$ cat src/rtl/bsg_downstream_sched.sv
// ---------------------------------------------------------------------------
// bsg_downstream_sched
//
// Core-domain sequencing controller for the downstream link channels. It
// drains one CH_W-bit word from each channel FIFO strictly in channel order,
// assembles the words into one core word (channel 0 in the LSBs) and presents
// it to the core with a valid/yumi handshake. Every 2**LG_TOKEN_BATCH words
// dequeued from a channel, a one-cycle token pulse is returned upstream for
// that channel.
//
// Ports:
//   clk           core clock, all state on its rising edge
//   rst_n         asynchronous active-low reset
//   enable_i      when low, no new channel dequeues are started
//   ch_valid_i    per-channel FIFO not empty
//   ch_data_i     per-channel FIFO head data, channel c at [c*CH_W +: CH_W]
//   ch_yumi_o     per-channel dequeue strobe (combinational)
//   core_data_o   assembled core word (registered)
//   core_valid_o  assembled word available (registered)
//   core_yumi_i   core accepts the word
//   token_o       per-channel one-cycle token pulse (registered)
//   words_o       count of delivered core words, wraps
//   busy_o        FSM not idle
// ---------------------------------------------------------------------------
module bsg_downstream_sched #(
  parameter int unsigned NUM_CH         = 2,
  parameter int unsigned CH_W           = 16,
  parameter int unsigned LG_TOKEN_BATCH = 2,
  parameter int unsigned CNT_W          = 16
) (
  input  logic                     clk,
  input  logic                     rst_n,
  input  logic                     enable_i,
  input  logic [NUM_CH-1:0]        ch_valid_i,
  input  logic [NUM_CH*CH_W-1:0]   ch_data_i,
  output logic [NUM_CH-1:0]        ch_yumi_o,
  output logic [NUM_CH*CH_W-1:0]   core_data_o,
  output logic                     core_valid_o,
  input  logic                     core_yumi_i,
  output logic [NUM_CH-1:0]        token_o,
  output logic [CNT_W-1:0]         words_o,
  output logic                     busy_o
);

  localparam int unsigned IDX_W = (NUM_CH > 1) ? $clog2(NUM_CH) : 1;

  typedef enum logic [1:0] {
    IDLE    = 2'd0,
    COLLECT = 2'd1,
    PRESENT = 2'd2
  } state_e;

  state_e                                 state_q, state_d;
  logic [IDX_W-1:0]                       idx_q, idx_d;
  logic [NUM_CH-1:0][CH_W-1:0]            slot_q, slot_d;
  logic [NUM_CH-1:0][LG_TOKEN_BATCH-1:0]  tcnt_q, tcnt_d;
  logic [NUM_CH-1:0]                      token_q, token_d;
  logic                                   core_valid_q, core_valid_d;
  logic [NUM_CH*CH_W-1:0]                 core_data_q, core_data_d;
  logic [CNT_W-1:0]                       words_q, words_d;

  logic [NUM_CH-1:0]                      yumi;
  logic                                   last_idx;

  assign last_idx = (idx_q == IDX_W'(NUM_CH - 1));

  // Only the channel currently pointed to by idx may be dequeued.
  always_comb begin
    yumi = '0;
    if (state_q == COLLECT) begin
      yumi[idx_q] = ch_valid_i[idx_q] & enable_i;
    end
  end

  always_comb begin
    state_d      = state_q;
    idx_d        = idx_q;
    slot_d       = slot_q;
    core_valid_d = core_valid_q;
    core_data_d  = core_data_q;
    words_d      = words_q;

    case (state_q)
      IDLE: begin
        if (enable_i) begin
          state_d = COLLECT;
          idx_d   = '0;
        end
      end

      COLLECT: begin
        if (yumi[idx_q]) begin
          slot_d[idx_q] = ch_data_i[int'(idx_q)*CH_W +: CH_W];
          if (last_idx) begin
            // Load the output word from the updated slots so the final
            // channel's data is included on the same edge.
            state_d      = PRESENT;
            idx_d        = '0;
            core_valid_d = 1'b1;
            core_data_d  = slot_d;
          end else begin
            idx_d = idx_q + IDX_W'(1);
          end
        end else if (!enable_i && (idx_q == '0)) begin
          // Nothing collected yet, so it is safe to go idle; a partial word
          // instead stalls here until enable returns.
          state_d = IDLE;
        end
      end

      PRESENT: begin
        if (core_yumi_i) begin
          core_valid_d = 1'b0;
          words_d      = words_q + CNT_W'(1);
          idx_d        = '0;
          state_d      = enable_i ? COLLECT : IDLE;
        end
      end

      default: begin
        state_d = IDLE;
      end
    endcase
  end

  // Token counters advance on every dequeue; the pulse fires on the edge
  // after the dequeue that wraps the counter.
  always_comb begin
    tcnt_d  = tcnt_q;
    token_d = '0;
    for (int unsigned c = 0; c < NUM_CH; c++) begin
      token_d[c] = yumi[c] & (&tcnt_q[c]);
      if (yumi[c]) begin
        tcnt_d[c] = tcnt_q[c] + LG_TOKEN_BATCH'(1);
      end
    end
  end

  always_ff @(posedge clk or negedge rst_n) begin
    if (!rst_n) begin
      state_q      <= IDLE;
      idx_q        <= '0;
      slot_q       <= '0;
      tcnt_q       <= '0;
      token_q      <= '0;
      core_valid_q <= 1'b0;
      core_data_q  <= '0;
      words_q      <= '0;
    end else begin
      state_q      <= state_d;
      idx_q        <= idx_d;
      slot_q       <= slot_d;
      tcnt_q       <= tcnt_d;
      token_q      <= token_d;
      core_valid_q <= core_valid_d;
      core_data_q  <= core_data_d;
      words_q      <= words_d;
    end
  end

  assign ch_yumi_o    = yumi;
  assign core_data_o  = core_data_q;
  assign core_valid_o = core_valid_q;
  assign token_o      = token_q;
  assign words_o      = words_q;
  assign busy_o       = (state_q != IDLE);

endmodule

$ cat config.mk
export PLATFORM = sky130hd
export DESIGN_NAME = bsg_downstream_sched
export DESIGN_NICKNAME = d
export VERILOG_FILES = /design/src/rtl/bsg_downstream_sched.sv
export SDC_FILE = /design/constraint.sdc
export NUM_CORES = 1
export LEC_CHECK = 0
export ABC_CLOCK_PERIOD_IN_PS = 1850
export CORE_AREA = 3 3 85 87
export DETAILED_ROUTE_END_ITERATION = 8
export DIE_AREA = 0 0 88 90
export GPL_ROUTABILITY_DRIVEN = 0
export MAX_ROUTING_LAYER = met4
export PLACE_DENSITY = 0.76
export SYNTH_ARGS = -nofsm -noshare
export SYNTH_HDL_FRONTEND = slang
export SYNTH_SLANG_ARGS = --single-unit
export TNS_END_PERCENT = 10
$ cat constraint.sdc
create_clock -name clk -period 1.85 [get_ports clk]
set_input_delay 0.37 -clock clk [delete_from_list [all_inputs] [get_ports clk]]
set_output_delay 0.37 -clock clk [all_outputs]
set_load 0.1 [all_outputs]
==> results of run 1 <==
-- kinds of logic after synthesis --
group / count (synthesis) / synth area share, %
AOI/OAI and AO/OA: 6 / 1.411
muxes: 51 / 19.62
DFF: 74 / 63.28
and+or+nand+nor: 32 / 6.755
xor gates and xnor gates: 17 / 5.088
adders and majority gates: 3 / 1.283
buffers and inverters: 9 / 2.565
-- synth_stat cells --
| master | instances | share of area, % |
|---|---|---|
| nor3_2 | 1 | 0.34 |
| mux2_1 | 5 | 1.9 |
| a21oi_1 | 1 | 0.17 |
| dfrtp_1 | 74 | 63 |
| nor3_4 | 1 | 0.56 |
| xor2_1 | 6 | 1.8 |
| buf_4 | 3 | 0.77 |
| nand3b_1 | 1 | 0.26 |
| ha_1 | 3 | 1.3 |
| or2_2 | 1 | 0.21 |
| nand4_1 | 6 | 1.3 |
| o21a_1 | 1 | 0.26 |
| o211ai_1 | 1 | 0.26 |
| nand2_1 | 7 | 0.90 |
| and3_1 | 3 | 0.64 |
| and4_1 | 1 | 0.30 |
| nor3_1 | 1 | 0.17 |
| mux2_2 | 46 | 18 |
| and2_1 | 2 | 0.43 |
| a31o_2 | 1 | 0.30 |
| nand2b_1 | 2 | 0.43 |
| o21ai_0 | 1 | 0.17 |
| inv_1 | 2 | 0.26 |
| xnor2_1 | 11 | 3.3 |
| nor2_1 | 3 | 0.38 |
| a211oi_1 | 1 | 0.26 |
| nor4b_2 | 1 | 0.51 |
| nand3_1 | 2 | 0.34 |
| buf_6 | 4 | 1.5 |
-- power breakdown --
group / internal [mW] / switching [mW] / total (mW)
logic: 2.04 / 3.33 / 5.37
registers: 2.21 / 0.545 / 2.76
clock network: 0.509 / 0.531 / 1.04
total: 4.76 / 4.41 / 9.17
-- worst max-delay path: stages (launching register included) --
cell,delay [ps]
dfrtp_2,450
nor4b_4,370
buf_12,150
buf_12,160
-- how the worst min path moves through the flow --
stage / slack [ps] / start / end
after floorplan: 70 / rst_n / core_data_o[0]
after global placement: 230 / rst_n / words_o[6]
after detailed placement: 240 / rst_n / words_o[4]
after CTS: 430 / rst_n / words_o[6]
after global routing: 450 / rst_n / words_o[4]
final: 440 / rst_n / words_o[2]
-- sequential cells by signal, indices dropped and copies added, names as in the netlist --
name and count:
tcnt_q 4, slot_q 16, core_valid_o 1, words_o 16, idx_q 1, state_q 2, core_data_o 32, token_o 2
-- metal layers --
| metal | up-vias | part of all wire (%) | wire [um] | global-route usage [%] |
|---|---|---|---|---|
| met5 | - | 0 | 0 | - |
| met4 | 0 | 1.3 | 82 | 6.522 |
| met3 | 8 | 5.5 | 340 | 3.565 |
| met2 | 72 | 49 | 3053 | 26.38 |
| met1 | 953 | 44 | 2697 | 22.85 |
| li1 | 918 | - | - | - |
-- stage by stage --
stage | setup WS [ps] | area, um2 | hold slack [ps] | setup TNS [ps]
6_report | 8.272 | 4828 | 440.9 | 0
5_1_grt | -58.75 | 4828 | 445.3 | -80.18
4_1_cts | -2.680 | 4825 | 428.2 | -2.680
3_5_place_dp | -310.1 | 4589 | 239.5 | -10710
3_3_place_gp | -306.2 | 4589 | 232.0 | -9790
2_1_floorplan | 66.10 | 2940 | 74.41 | 0
-- final cells by class --
| cell class | instances | area, um2 |
|---|---|---|
| sequential | 74 | 1868 |
| timing repair buffer | 115 | 1687 |
| fill | 385 | 1594 |
| multi-input combinational | 109 | 1016 |
| clock buffer | 13 | 148.9 |
| tap | 77 | 96.34 |
| inverter | 2 | 7.507 |
| clock inverter | 1 | 5.005 |
-- cell usage in the layout (no fill, tap or decap), drive strengths merged, types with 3 or more instances in the layout --
master | netlist | layout
and3 | 3 | 3
ha | 3 | 3
nor3 | 3 | 3
nand4 | 6 | 6
mux2 | 51 | 51
nor2 | 3 | 3
xor2 | 6 | 6
clkbuf | 0 | 13
nand2 | 7 | 7
buf | 7 | 78
xnor2 | 11 | 11
clkdlybuf4s50 | 0 | 34
dfrtp | 74 | 74
-- what timing repair did --
item / in CTS / in global routing
pin swaps: 3 / 1
endpoints found under the hold margin: 13 / 0
resized for setup: 6 / 2
hold buffers: 1 / 0
setup buffers: 8 / 0
cloned: 0 / 0
endpoints found under the setup margin: 2 / 3
==> metrics.md, run 1 <==
| Metric | Value |
|---|---|
| Max VDD drop | `0.001490 V` |
| # placed instances | `368` |
| Tmin final | `1842 ps` |
| Yosys Warn Count | `0` |
| CP Class | `flip-flop to primary output` |
| Status | `finished, final reports clean` |
| Sequential area share after synthesis | `63.27%` |
| CP arrival | `1470 ps` |
| Antenna violations before repair | `0` |
| Initial Utilization | `45.57%` |
| First-pass DRT Iterations | `4` |
| Synth Net Count | `233` |
| Antenna Nets Post-Route | `0` |
| RR Endpoint | `core_data_o[15]` |
| H-tree Lvls | `3` |
| Setup Skew | `8.916 ps` |
| Worst-Skew Late Latency | `330 ps` |
| Layout cells sized above 1 | `49.36%` |
| P&R area growth vs syn | `64.98%` |
| Die X | `88 um` |
| First-pass GRT wire length | `10280 um` |
| Power Dens Cells | `1898 nW/um2` |
| Min-Delay Path Class | `primary input to asynchronous set/reset pin` |
| Mapped Area | `2927 um2` |
| CP startpoint | `state_q[1]` |
| CP endpoint kind | `primary output` |
| Worst-Margin Slew | `310.3 ps` |
| Layout net count | `352` |
| Clock Sinks | `74` |
| Core Area | `6422 um2` |
| Number of vias in the routed layout | `1951` |
| Diode count | `0` |
| Clock-pin slew on the worst setup and hold paths | `70 ps` |
| CP Launch Type | `flip-flop` |
| CTS tree | `yes` |
| Final Hold Viols | `0` |
| Worst r2r path cells | `6` |
| Synth Instances | `192` |
| # DRC | `0` |
| Final Cycle Share | `99.55%` |
| Max Cap Viol | `0` |
| Total power draw | `9.166 mW` |
| Critical path destination | `ch_yumi_o[0]` |
| R2R Setup Slk | `120 ps` |
| Number of synthesized register bits | `74` |
| Maximum fanout along the worst path | `4` |
| DP HPWL | `4579 um` |
| Non-Filler Instances | `391` |
| Die ar. | `7920 um2` |
| I/O pin total | `92` |
| Die Y | `90 um` |
| IO buf count | `91` |
| Crit path required time | `1480 ps` |
| DR WL/cell | `15.79 um` |
| Clock buffer depth | `2` |
| CTS Buf Count | `9` |
| Lkg Pwr | `2.132 nW` |
| Unrepaired setup endpoints after global routing | `yes` |
| Avg Cell Area, Syn | `15.24 um2` |
| Final wirelength | `6174 um` |
| Global Route Usage Sum | `17.34%` |
| R2R Path Start | `state_q[1]` |
| GRT overflow | `0` |
| Rows | `29` |
| Final setup fails | `0` |
| Max Clk Rate | `543.0 MHz` |
| Vias per inst | `4.990` |
| Initial DRC count | `89` |
| Distinct cells, synth | `29` |
| Finished Core Util | `75.18%` |
| Relative slew slack | `79.20%` |
| Pin count of the biggest net entering global routing | `36` |
| Root Buffer | `clkbuf_8` |
| Slew Limit Fails | `0` |
| Vias in the first global route | `2083` |
No activity file was read; power rests on OpenSTA's default activity.
==> inputs of run 2 (changes only) <==
- GPL_TIMING_DRIVEN: default -> 1
==> results of run 2 <==
Final layout, timing and power as in run 1 (identical DEF).
==> inputs of run 3 (changes only) <==
- ABC_CLOCK_PERIOD_IN_PS: 1850 -> 1600
- CORE_AREA: 3 3 85 87 -> 3 3 89 91
- DIE_AREA: 0 0 88 90 -> 0 0 92 94
- PLACE_DENSITY: 0.76 -> 0.73
- clock period: 1.85 -> 1.6 ns (I/O delays scaled with it)
==> metrics.md, run 3 (synthesized netlist as in run 1, its figures left out) <==
| Metric | Value |
|---|---|
| Finished Core Util | `71.47% (-3.7 points)` |
| Failing checks | `setup timing` |
| Fillers | `500 (+30%)` |
| Setup Skew | `17.95 ps (+9.032 ps)` |
| Non-Filler Instances | `418 (+6.9%)` |
| Worst path slowest cell | `dfrtp_1` |
| Antenna Nets Post-Route | `0 (unchanged)` |
| Die Y | `94 um (+4.4%)` |
| Max Clk Rate | `559.9 MHz` |
| Slew Limit Fails | `0 (unchanged)` |
| # placed instances | `388 (+5.4%)` |
| Pin count of the biggest net entering global routing | `35 (-2.8%)` |
| CP Class | `flip-flop to primary output` |
| Final setup fails | `37 (+37)` |
| Met3 wire len | `296 um (-13%)` |
| P&R area growth vs syn | `76.19%` |
| Post-route setup slack | `-186.1 ps (-194.4 ps)` |
| Initial Utilization | `40.57% (-5.0 points)` |
| Layout cells sized above 1 | `52.66% (+3.3 points)` |
| CTS Buf Count | `9 (unchanged)` |
| Power Dens Cells | `2232 nW/um2 (+18%)` |
| Met2 WL | `3419 um (+12%)` |
| First-pass DRT Iterations | `4 (unchanged)` |
| Worst r2r path cells | `7 (+1)` |
| Commonest cells after routing, fill and taps aside | `dfrtp_1 (60), buf_12 (57), clkdlybuf4s50_1 (35)` |
| Status | `finished with violations` |
| Top Family by Delay on Critical Path | `simple AND/OR/NAND/NOR gates` |
| IO buf count | `91 (unchanged)` |
| Max Used Layer | `met4` |
| RR Endpoint | `slot_q[13]` |
| Antenna violations before repair | `0 (unchanged)` |
| Post-Route Setup TNS | `-2319 ps (-2319 ps)` |
| Worst path max stage delay | `380 ps (-70 ps)` |
| R2R Path Start | `state_q[0]` |
| Stages on the worst setup path | `4 (+1)` |
| M1 WL | `2791 um (+3.5%)` |
| Number of vias in the routed layout | `1961 (+0.51%)` |
| R2R Setup Slk | `-100 ps (-220 ps)` |
| Clock-pin slew on the worst setup and hold paths | `80 ps (about the same)` |
| DP HPWL | `4477 um (-2.2%)` |
| Maximum fanout along the worst path | `3 (-1)` |
| Total power draw | `11.51 mW (+26%)` |
| Initial DRC count | `69 (-22%)` |
| Clock Sinks | `74 (unchanged)` |
| Final wirelength | `6574 um (+6.5%)` |
| Die ar. | `8648 um2 (+9.2%)` |
| H-tree Lvls | `3 (unchanged)` |
| Lkg Pwr | `2.272 nW (+6.5%)` |
| Vias per inst | `4.691 (-6.0%)` |
| CP arrival | `1470 ps (about the same)` |
| Vias in the first global route | `2155 (+3.5%)` |
| # DRC | `0 (unchanged)` |
| Max Cap Viol | `0 (unchanged)` |
| DR WL/cell | `15.73 um (-0.40%)` |
| Core Area | `7214 um2 (+12%)` |
| Root Buffer | `clkbuf_8` |
| Layout net count | `355 (+0.85%)` |
| Diode count | `0 (unchanged)` |
| Crit path cell chain | `nand2_2 -> nor4b_4 -> buf_6 -> buf_12` |
| Min-Delay Path Class | `primary input to asynchronous set/reset pin` |
| Crit path required time | `1280 ps (-200 ps)` |
| Global Route Usage Sum | `16.98% (-0.36 points)` |
| Max reg flops | `32 (unchanged)` |
| Rows | `31 (+6.9%)` |
| Unrepaired setup endpoints after global routing | `yes` |
| First-pass GRT wire length | `11030 um (+7.3%)` |
| Clock buffer depth | `2 (unchanged)` |
| WP buf/inv | `2 (unchanged)` |
| Worst hold slack | `436.3 ps (-4.668 ps)` |
| Die X | `92 um (+4.5%)` |
| Worst-Skew Late Latency | `340 ps (about the same)` |
| GRT overflow | `0 (unchanged)` |
| I/O pin total | `92 (unchanged)` |
| Tmin final | `1786 ps` |
| Most common cell after layout, fill and taps aside | `dfrtp_1` |
| Final Cycle Share | `111.6%` |
| CP startpoint | `state_q[0]` |
| Final Hold Viols | `0 (unchanged)` |
| Relative slew slack | `76.12% (-3.1 points)` |
| CTS tree | `yes` |
| CP endpoint kind | `primary output` |
| Critical path destination | `ch_yumi_o[0]` |
| CP Launch Type | `flip-flop` |
| Worst-Margin Slew | `358.3 ps (+47.94 ps)` |
| Max VDD drop | `0.001379 V (-7.4%)` |
==> run 3: worst min-delay path by stage <==
stage | start | to | slack, ps | depth (start not counted)
2_1_floorplan | rst_n | core_data_o[0] | 20 | 0
3_3_place_gp | rst_n | words_o[8] | 260 | 1
3_5_place_dp | rst_n | words_o[8] | 260 | 1
4_1_cts | rst_n | words_o[8] | 430 | 2
5_1_grt | rst_n | core_data_o[6] | 460 | 2
6_report | rst_n | words_o[8] | 440 | 2
==> run 3: power by group <==
group,total [mW],internal (mW),switching (mW)
Combinational,6.36,2.48,3.88
Clock,1.93,1.24,0.692
Sequential,3.21,2.57,0.645
==> run 3: repair_timing <==
item                                    4_1_cts  5_1_grt
resized for setup                            31        7
endpoints found under the hold margin        25        0
pin swaps                                     3        6
hold buffers                                  1        0
endpoints found under the setup margin       35       54
gates cloned                                  1        0
buffers inserted                              8        4
==> run 3: layout make-up <==
| cell class | instances | area, um2 | share of cell area, % |
|---|---|---|---|
| sequential | 74 | 1892 | 36.69 |
| clock buffer | 10 | 137.6 | 2.669 |
| clock inverter | 6 | 137.6 | 2.669 |
| multi-input combinational | 109 | 1094 | 21.21 |
| timing repair buffer | 118 | 1764 | 34.21 |
| tap | 99 | 123.9 | 2.402 |
| inverter | 2 | 7.507 | 0.1456 |
==> run 3: per-layer routing <==
metal  up-vias  global-route usage (%)
li1        913                       -
met1       987                   20.91
met2        54                   27.68
met3         7                   3.285
met4         0                   7.054
met5         -                       -
==> run 3: stage by stage <==
step / instance area, um2 / worst slack, ps
CTS: 5092 / -214.1
detailed placement: 4607 / -428.0
finish: 5156 / -186.1
floorplan: 2992 / -2.270
global route: 5156 / -266.1
global placement: 4607 / -421.7
